<file path="src/rtl/fifo_rd_stream_pkg.sv">
// Shared types and constants for the fifo_rd_stream read-side drain engine.
package fifo_rd_pkg;

  typedef enum logic [1:0] {
    S_EMPTY = 2'd0,
    S_ONE   = 2'd1,
    S_TWO   = 2'd2
  } occ_e;

  localparam int unsigned SKID_DEPTH = 2;
  localparam int unsigned STAT_W     = 32;

  function automatic logic [STAT_W-1:0] sat_inc(input logic [STAT_W-1:0] v);
    return (&v) ? v : v + 1'b1;
  endfunction

endpackage

</file>
<file path="src/rtl/fifo_rd_stream_if.sv">
// Valid/ready stream carrying words out of the drain engine.
interface fifo_rd_stream_if #(
  parameter int unsigned WIDTH = 8
);
  logic             out_valid;
  logic             out_ready;
  logic [WIDTH-1:0] out_data;

  modport master (output out_valid, output out_data, input out_ready);
  modport slave  (input out_valid, input out_data, output out_ready);
endinterface

</file>
<file path="src/rtl/fifo_rd_skid_buf.sv">
// Two-entry skid storage with 1-bit wrapping head/tail pointers; occupancy lives in the top.
module fifo_rd_skid_buf
  import fifo_rd_pkg::*;
#(
  parameter int unsigned WIDTH = 8
) (
  input  logic             clk,
  input  logic             rst_n,
  input  logic             push,
  input  logic             pop,
  input  logic             clear,
  input  logic [WIDTH-1:0] wdata,
  output logic [WIDTH-1:0] rdata
);

  logic [WIDTH-1:0] mem_q [SKID_DEPTH];
  logic             wr_ptr_q;
  logic             rd_ptr_q;

  always_ff @(posedge clk) begin
    if (!rst_n) begin
      for (int i = 0; i < SKID_DEPTH; i++) mem_q[i] <= '0;
      wr_ptr_q <= 1'b0;
      rd_ptr_q <= 1'b0;
    end else if (clear) begin
      // Contents are left in place; only the pointers matter once occupancy is zero.
      wr_ptr_q <= 1'b0;
      rd_ptr_q <= 1'b0;
    end else begin
      if (push) begin
        mem_q[wr_ptr_q] <= wdata;
        wr_ptr_q        <= ~wr_ptr_q;
      end
      if (pop) rd_ptr_q <= ~rd_ptr_q;
    end
  end

  assign rdata = mem_q[rd_ptr_q];

endmodule

</file>
<file path="src/rtl/fifo_rd_stream.sv">
// FIFO read-port drain engine: pops the FIFO, hides its 1-cycle read latency, streams words out.
// Optional FIFO_RD_STATS_EN adds saturating transfer/stall counters.
module fifo_rd_stream
  import fifo_rd_pkg::*;
#(
  parameter int unsigned WIDTH = 8
) (
  input  logic                  clk,
  input  logic                  rst_n,
  input  logic                  flush,
  input  logic                  fifo_empty,
  input  logic [WIDTH-1:0]      fifo_data,
  output logic                  fifo_r_en,
  fifo_rd_stream_if.master      out_if
`ifdef FIFO_RD_STATS_EN
  ,
  output logic [STAT_W-1:0]     stat_words,
  output logic [STAT_W-1:0]     stat_stalls
`endif
);

  occ_e       cnt_q, cnt_d;
  logic       inflight_q;
  logic       discard_q, discard_d;
  logic       push;
  logic       pop;
  logic [2:0] credit;

  always_ff @(posedge clk) begin
    if (!rst_n) begin
      cnt_q      <= S_EMPTY;
      inflight_q <= 1'b0;
      discard_q  <= 1'b0;
    end else begin
      cnt_q      <= cnt_d;
      inflight_q <= fifo_r_en;
      discard_q  <= discard_d;
    end
  end

  always_comb begin
    push      = inflight_q & ~discard_q;
    pop       = out_if.out_valid & out_if.out_ready;
    // Slots committed after this edge: held words plus the one returning, minus the one leaving.
    credit    = {1'b0, cnt_q} + {2'b00, inflight_q} - {2'b00, pop};
    fifo_r_en = ~flush & ~fifo_empty & (credit < 3'd2);
    discard_d = flush & inflight_q;
    cnt_d     = cnt_q;
    if (flush) begin
      cnt_d = S_EMPTY;
    end else begin
      unique case ({push, pop})
        2'b10:   cnt_d = (cnt_q == S_EMPTY) ? S_ONE : S_TWO;
        2'b01:   cnt_d = (cnt_q == S_TWO) ? S_ONE : S_EMPTY;
        default: cnt_d = cnt_q;
      endcase
    end
  end

  assign out_if.out_valid = (cnt_q != S_EMPTY);

  fifo_rd_skid_buf #(
    .WIDTH (WIDTH)
  ) u_skid (
    .clk   (clk),
    .rst_n (rst_n),
    .push  (push),
    .pop   (pop),
    .clear (flush),
    .wdata (fifo_data),
    .rdata (out_if.out_data)
  );

  a_no_overflow : assert property (@(posedge clk) disable iff (!rst_n)
    !(push && !pop && !flush && (cnt_q == S_TWO)));

`ifdef FIFO_RD_STATS_EN
  logic [STAT_W-1:0] stat_words_q;
  logic [STAT_W-1:0] stat_stalls_q;

  // Cleared by reset only; flush does not touch the statistics.
  always_ff @(posedge clk) begin
    if (!rst_n) begin
      stat_words_q  <= '0;
      stat_stalls_q <= '0;
    end else begin
      if (pop) stat_words_q <= sat_inc(stat_words_q);
      if (out_if.out_valid && !out_if.out_ready) stat_stalls_q <= sat_inc(stat_stalls_q);
    end
  end

  assign stat_words  = stat_words_q;
  assign stat_stalls = stat_stalls_q;
`endif

endmodule
</file>
<file path="src/flat_wrapper.sv">
// flat-port wrapper written by rule: the top's interface ports become plain ports
module fifo_rd_stream_flat import fifo_rd_pkg::*;
#(
  parameter int unsigned WIDTH = 8
)
  (clk, rst_n, flush, fifo_empty, fifo_data, fifo_r_en, out_if_out_valid, out_if_out_data, out_if_out_ready);
  fifo_rd_stream_if #(.WIDTH(WIDTH)) out_if_i ();
  input  logic clk;
  input  logic rst_n;
  input  logic flush;
  input  logic fifo_empty;
  input  logic [WIDTH-1:0] fifo_data;
  output logic fifo_r_en;
  output wire logic [$bits(out_if_i.out_valid)-1:0] out_if_out_valid;
  output wire logic [$bits(out_if_i.out_data)-1:0] out_if_out_data;
  input wire logic [$bits(out_if_i.out_ready)-1:0] out_if_out_ready;
  assign out_if_out_valid = out_if_i.out_valid;
  assign out_if_out_data = out_if_i.out_data;
  assign out_if_i.out_ready = out_if_out_ready;
  fifo_rd_stream #(.WIDTH(WIDTH)) u_core (.clk(clk), .rst_n(rst_n), .flush(flush), .fifo_empty(fifo_empty), .fifo_data(fifo_data), .fifo_r_en(fifo_r_en), .out_if(out_if_i));
endmodule
</file>
<file path="config.mk">
export PLATFORM = sky130hd
export DESIGN_NAME = fifo_rd_stream_flat
export DESIGN_NICKNAME = d
export VERILOG_FILES = /design/src/rtl/fifo_rd_stream_pkg.sv /design/src/rtl/fifo_rd_stream_if.sv /design/src/rtl/fifo_rd_skid_buf.sv /design/src/rtl/fifo_rd_stream.sv /design/src/flat_wrapper.sv
export SDC_FILE = /design/constraint.sdc
export NUM_CORES = 1
export LEC_CHECK = 0
export ABC_AREA = 1
export CAP_MARGIN = 15
export CORE_UTILIZATION = 54
export CTS_CLUSTER_SIZE = 30
export DETAILED_ROUTE_END_ITERATION = 10
export DONT_BUFFER_PORTS = 1
export GPL_TIMING_DRIVEN = 0
export MAX_ROUTING_LAYER = met4
export PLACE_DENSITY = 0.83
export SLEW_MARGIN = 20
export SYNTH_ARGS = -nofsm -noshare
export SYNTH_HDL_FRONTEND = slang
export SYNTH_SLANG_ARGS = --single-unit
</file>
<file path="constraint.sdc">
create_clock -name clk -period 2.2 [get_ports clk]
set_clock_uncertainty 0.1 [all_clocks]
set_input_delay 0.44 -clock clk [delete_from_list [all_inputs] [get_ports clk]]
set_output_delay 0.44 -clock clk [all_outputs]
set_load 0.1 [all_outputs]
</file>
# After elaboration in Yosys (flattened, before gate mapping)

Memory sizes are Yosys's and may differ from the RTL's. A register that Yosys moved wholly into a read port is not among the register bits.
Cells that the tools add are included.

Flip-flop bits (word level): 6
Bits in writable memories: 16
Input port bits: 13
Output and inout bits: 10
Logic and storage cells: 41
Memories kept: 1

Memories:

| name                | words | width | read ports | clocked after Yosys merged registers in | write ports | line                   | RTL |
|---|---|---|---|---|---|---|---|
| u_core.u_skid.mem_q | 2     | 8     | 1          | 1                                       | 2           | fifo_rd_skid_buf.sv:16 | `logic [WIDTH-1:0] mem_q [SKID_DEPTH];` |

$add $sub $neg: 2
Order comparisons: 1
Equal/unequal tests: 3
Muxes and demuxes: 13
Bitwise operators: 11
Reduce and logical (&&, ||, !) cells: 5

Operators by type and width:

| operator                                                                     | number |
|---|---|
| 1-bit two-way mux                                                            | 10 |
| 8-bit two-way mux                                                            | 1 |
| 8-bit OR reduction                                                           | 1 |
| 1-bit inverter                                                               | 6 |
| 1-bit bitwise AND                                                            | 5 |
| 2-bit == test, second input constant                                         | 2 |
| 2-bit one-hot mux with 2 select lines                                        | 1 |
| 2-bit nonzero test                                                           | 2 |
| 2-bit by 1-bit adder with 3-bit output                                       | 1 |
| 3-bit by 2-bit less-than comparator with 1-bit output, second input constant | 1 |
| 3-bit by 1-bit subtractor with 3-bit output                                  | 1 |
| 2-bit by 1-bit == test with 1-bit output, second input constant              | 1 |
| 2-bit logical NOT                                                            | 1 |
| 2-bit two-way mux                                                            | 1 |
| 2-bit OR reduction                                                           | 1 |

# Depth between registers and ports, before layout

Depth after elaboration: 8
Mapped depth: 10
Depth with buffers taken out: 10

# Hierarchy

Synthesis repeated with hierarchy kept, for this count alone.

Cell total of the unflattened synthesis: 126
Area, all modules: 1122.3 um^2

By module, submodules not included:

| module           | instances | cells an instance | area an instance (um^2) | sequential area each (um^2) |
|---|---|---|---|---|
| fifo_rd_skid_buf | 1         | 87                | 854.6                   | 540.5 |
| fifo_rd_stream   | 1         | 39                | 267.8                   | 80.1 |

# Least setup slack after synthesis

Ideal clock, no wire load.

Path type: input-to-output
From: in out_if_out_ready
To: out fifo_r_en
Arrival: 2.355 ns
Required time: 1.660 ns
Setup slack: -0.695 ns
Cell stages on the path: 10
Path buffers: 0
Cell sequence: inv_1 -> nor2_1 -> ha_1 -> or2_2 -> fa_1 -> inv_1 -> nand2_1 -> nand2_1 -> nand3_1 -> inv_1

Word-level cells in the longest chain between the ends: 4

RTL lines:

| element                                               | line                 | RTL |
|---|---|---|
| from (decl)                                           | flat_wrapper.sv:16   | `input wire logic [$bits(out_if_i.out_ready)-1:0] out_if_out_ready;` |
| 1-bit bitwise AND                                     | fifo_rd_stream.sv:43 | `pop = out_if.out_valid & out_if.out_ready;` |
| via u_core.pop                                        | fifo_rd_stream.sv:26 | `logic pop;` |
| 3-bit by 1-bit subtractor with 3-bit output           | fifo_rd_stream.sv:45 | `credit = {1'b0, cnt_q} + {2'b00, inflight_q} - {2'b00, pop};` |
| 3-bit by 2-bit less-than comparator with 1-bit output | fifo_rd_stream.sv:46 | `fifo_r_en = ~flush & ~fifo_empty & (credit < 3'd2);` |
| 1-bit bitwise AND                                     | fifo_rd_stream.sv:46 |  |
| to (decl)                                             | flat_wrapper.sv:13   | `output logic fifo_r_en;` |

The timed path passes the listed nets, and every way through them passes these cells.

# Worst setup path in the final report

From: reg u_core.cnt_q[0]
To: out fifo_r_en

Word-level cells in the longest chain between the ends: 5
Elaborated cells on any way between the ends: 6
Classes of those cells: add/sub (2); order compare (1); bitwise (2); reduce/logical (1)

RTL lines:

| element                                               | line                 | RTL |
|---|---|---|
| from (decl)                                           | fifo_rd_stream.sv:22 | `occ_e cnt_q, cnt_d;` |
| from (signal assigned)                                | fifo_rd_stream.sv:35 | `cnt_q <= cnt_d;` |
| 2-bit nonzero test                                    | fifo_rd_stream.sv:60 | `assign out_if.out_valid = (cnt_q != S_EMPTY);` |
| 1-bit bitwise AND                                     | fifo_rd_stream.sv:43 |  |
| via u_core.pop                                        | fifo_rd_stream.sv:26 |  |
| 3-bit by 1-bit subtractor with 3-bit output           | fifo_rd_stream.sv:45 |  |
| 3-bit by 2-bit less-than comparator with 1-bit output | fifo_rd_stream.sv:46 |  |
| 1-bit bitwise AND                                     | fifo_rd_stream.sv:46 |  |

The timed path passes the listed nets, and every way through them passes these cells.

==> summary.txt <==
Yosys
  • Cell area after synthesis: 0.00106 mm²
  • Number of flip-flops and latches in the synthesized netlist: 23
  • Seq/Total Area, Yosys: 58.6%
  • Number of warnings issued by yosys: 0
  • Distinct cell type count of the synthesized netlist: 18
  • Number of nets in the synthesized netlist: 119
  • Mapped Cells: 103
  • Average footprint of a synthesized cell: 10.3 µm²

Die
  • Count of boundary I/O pins: 23
  • Number of core rows: 15
  • Initial Util: 59.4%
  • Overall die width: 46.3 µm
  • Die height: 46.3 µm
  • Core Area: 0.00178 mm²
  • Die Footprint: 0.00214 mm²

CTS
  • Insertion delay of the later-clocked pin in the worst-skew pair: 0.30 ns
  • Total clock buffers created by CTS: 3
  • H-Tree Level Count: 1
  • Clock-pin slew of the registers on the worst-case setup and hold paths: 0.12 ns
  • Buffers from clock root to sink, at most: 2
  • Clock root buffer master: clkbuf_4
  • CTS tree: built
  • Clock sink count: 23

Power
  • Combinational power share: 14.6%
  • Net switching power: 0.219 mW
  • Share of total power in the clock network: 24.3%
  • Power per unit of standard cell area: 655 mW/mm²
  • IR Drop Worst-Case VDD: 0.375 mV
  • Overall power consumption: 0.782 mW
  • Switching power share of the total: 27.9%
  • P_int: 0.564 mW
  • P_leak: 0.510 nW
  • Part of the power in registers: 61.1%

STA
  • Setup violation total in the final timing report: 1
  • Worst setup slack after layout: -0.601 ns
  • Setup tns final: -0.601 ns
  • Tmin final: 2.80 ns
  • Achievable clock frequency: 357 MHz
  • Remaining max-slew budget at the tightest pin: 35.5%
  • Post-route clock period utilization: 127%
  • Hold violation total from the final report: 0
  • Final Slew Violations: 0
  • Actual slew at the worst max-slew pin: 0.965 ns
  • RSZ-0062 raised after global routing: yes

Cells and area
  • Antenna diode instance count: 0
  • Post-Layout Cell Count: 135
  • Relative area change from synthesis to final layout: 12.9%
  • Share of layout cells above drive strength 1: 28.2%
  • Finished layout cell area: 0.00119 mm²
  • Final net count: 127

Drt
  • Antenna Nets Post-Route: 0
  • Vias after detailed routing: 674
  • Post-detailed-route via-to-cell ratio: 4.99
  • Routed len/inst: 12.9 µm
  • Total length of routed wires: 1.74 mm
  • Detailed-router iteration count before antenna repair: 4
  • DRC violation count after routing: 0
  • Initial DRC count: 15

Global routing
  • Met3 layer usage reported by global route: 3.92%
  • Global routing usage summed across all routing layers: 18.2%
  • Peak-usage layer in the global routing report: met2
  • Maximum number of pins on one net before global-route repair: 13
  • Via count of the first global-routing pass: 645
  • Wire length of the first global-routing pass: 2.55 mm
  • Antenna violations before repair: 0
  • Overflow after GRT: 0
  • Met2 demand-to-capacity share in global routing: 34.1%
  • Routing usage on met1: 16.5%

Worst setup path
  • Highest-delay cell along the critical path: fa_2
  • Max incr delay on CP: 0.52 ns
  • Setup slack of the worst register-to-register path: 0.22 ns
  • Element type at the critical path end: output port
  • Launching element type of the critical path: flop
  • Worst path most repeated cell: nor2_4
  • Maximum fanout along the worst path: 2
  • Series of cell instances along the critical path: nor2_4 > nor2_4 > ha_4 > or2_4 > fa_2 > nand3_2 > clkinvlp_4
  • Required arrival time at the worst endpoint: 1.66 ns
  • Start-to-end type of the worst setup path: flop to output port
  • Worst endpoint data arrival time: 2.26 ns

Flow run
  • Maxcap violations: 0

Run status
  • Run status: finished with violations
  • Violations in the final reports: negative setup slack

Placement
  • Total placed cells including tap cells: 128
  • # port buffers: 0
  • Estimated wirelength of the detail-placed design: 1.28 mm
  • Placer congestion estimate: 0.725
  • Area after detailed placement: 0.00113 mm²

Min path
  • Class of the tightest hold or removal check: primary input to flop
-- worst paths after layout --
| kind | startpoint | to | cells past startpoint |
|---|---|---|---|
| max reg2reg | u_core.cnt_q[0] | u_core.inflight_q | 8 |
| max | u_core.cnt_q[0] | fifo_r_en | 7 |
| min reg2reg | u_core.u_skid.rd_ptr_q | u_core.u_skid.rd_ptr_q | 2 |
| min | rst_n | u_core.discard_q | 2 |
-- flip-flops by register name (all words and copies together), names as in the netlist, named ones only --
register	count
u_core.u_skid.mem_q	16
u_core.cnt_q	2
u_core.discard_q	1
u_core.inflight_q	1
u_core.u_skid.rd_ptr_q	1
u_core.u_skid.wr_ptr_q	1
-- synthesized netlist by cell type --
cell type / count / share of area (%)
a21boi_0: 1 / 0.71
a21oi_1: 1 / 0.47
buf_2: 1 / 0.47
dfxtp_1: 7 / 13
edfxtp_1: 16 / 45
fa_1: 1 / 1.9
ha_1: 2 / 2.4
inv_1: 16 / 5.7
inv_2: 1 / 0.35
mux2_2: 8 / 8.5
nand2_1: 14 / 5.0
nand2_2: 1 / 0.59
nand3_1: 4 / 1.9
nand4_4: 1 / 2.0
nor2_1: 26 / 9.2
nor2_2: 1 / 0.59
nor2_4: 1 / 1.1
or2_2: 1 / 0.59
-- final cells by class --
class	count	area (µm²)
Buffer	1	5.00
Clock buffer	4	26.3
Fill cell	137	588
Inverter	17	75.1
Multi-Input combinational cell	62	407
Sequential cell	23	628
Tap cell	25	31.3
Timing Repair Buffer	3	22.5
-- critical path: cells and delay by family, from the launching register on --
kind / cells / cell delay (ns)
AND/OR/NAND/NOR: 4 / 0.49
adder cells (fa/ha/maj): 2 / 0.73
buffers and inverters: 1 / 0.35
flip-flops: 1 / 0.39
-- power by group through the flow --
stage          registers (mW)  clock network (mW)  logic, mW
2_1_floorplan           0.488                   0      0.104
3_3_place_gp            0.488                   0      0.110
3_5_place_dp            0.489                   0      0.111
4_1_cts                 0.480               0.192      0.113
5_1_grt                 0.480               0.209      0.120
6_report                0.478               0.190      0.114
-- layer usage --
metal	up-vias	share of wire, %
li1	341	-
met1	317	38
met2	12	56
met3	4	3.6
met4	0	1.7
met5	-	0
-- layout by cell type (no fill, tap or decap) --
master,Yosys,routed
nor2_1,26,24
edfxtp_1,16,16
nand2_1,14,14
inv_1,16,13
mux2_2,8,8
dfxtp_1,7,5
nor2_4,1,3
nand3_1,4,3
clkbuf_4,0,3
buf_4,0,3
inv_2,1,2
dfxtp_4,0,2
inv_8,0,1
buf_2,1,1
nor2_2,1,1
nand2_2,1,1
or2_4,0,1
nand3_2,0,1
clkinvlp_4,0,1
nand4_4,1,1
a21oi_1,1,1
a21boi_0,1,1
fa_2,0,1
ha_1,2,1
ha_4,0,1
clkbuf_1,0,1
-- stage by stage --
stage	hold WS, ns	worst slack [ns]	util (%)
global route	0.125	-0.694	67.0
CTS	0.142	-0.609	66.5
detailed placement	0.394	-0.374	63.4
finish	0.144	-0.601	67.0
global placement	0.385	-0.339	63.4
floorplan	0.367	-0.291	-
-- repair_timing --
item	CTS	global route
hold buffers	0	0
pin swaps	5	0
gates resized for setup	2	2
setup buffers	2	1
setup endpoints to repair	1	1
gates cloned	0	0
-- logic make-up after synthesis --
group / share of synthesized area (%)
adders and majority gates: 4.26
buffers and inverters: 6.50
and+or+nand+nor: 20.9
muxes: 8.51
DFF: 58.6
AOI/OAI and AO/OA: 1.18
Note: power is estimated with default switching activity, not from simulation.
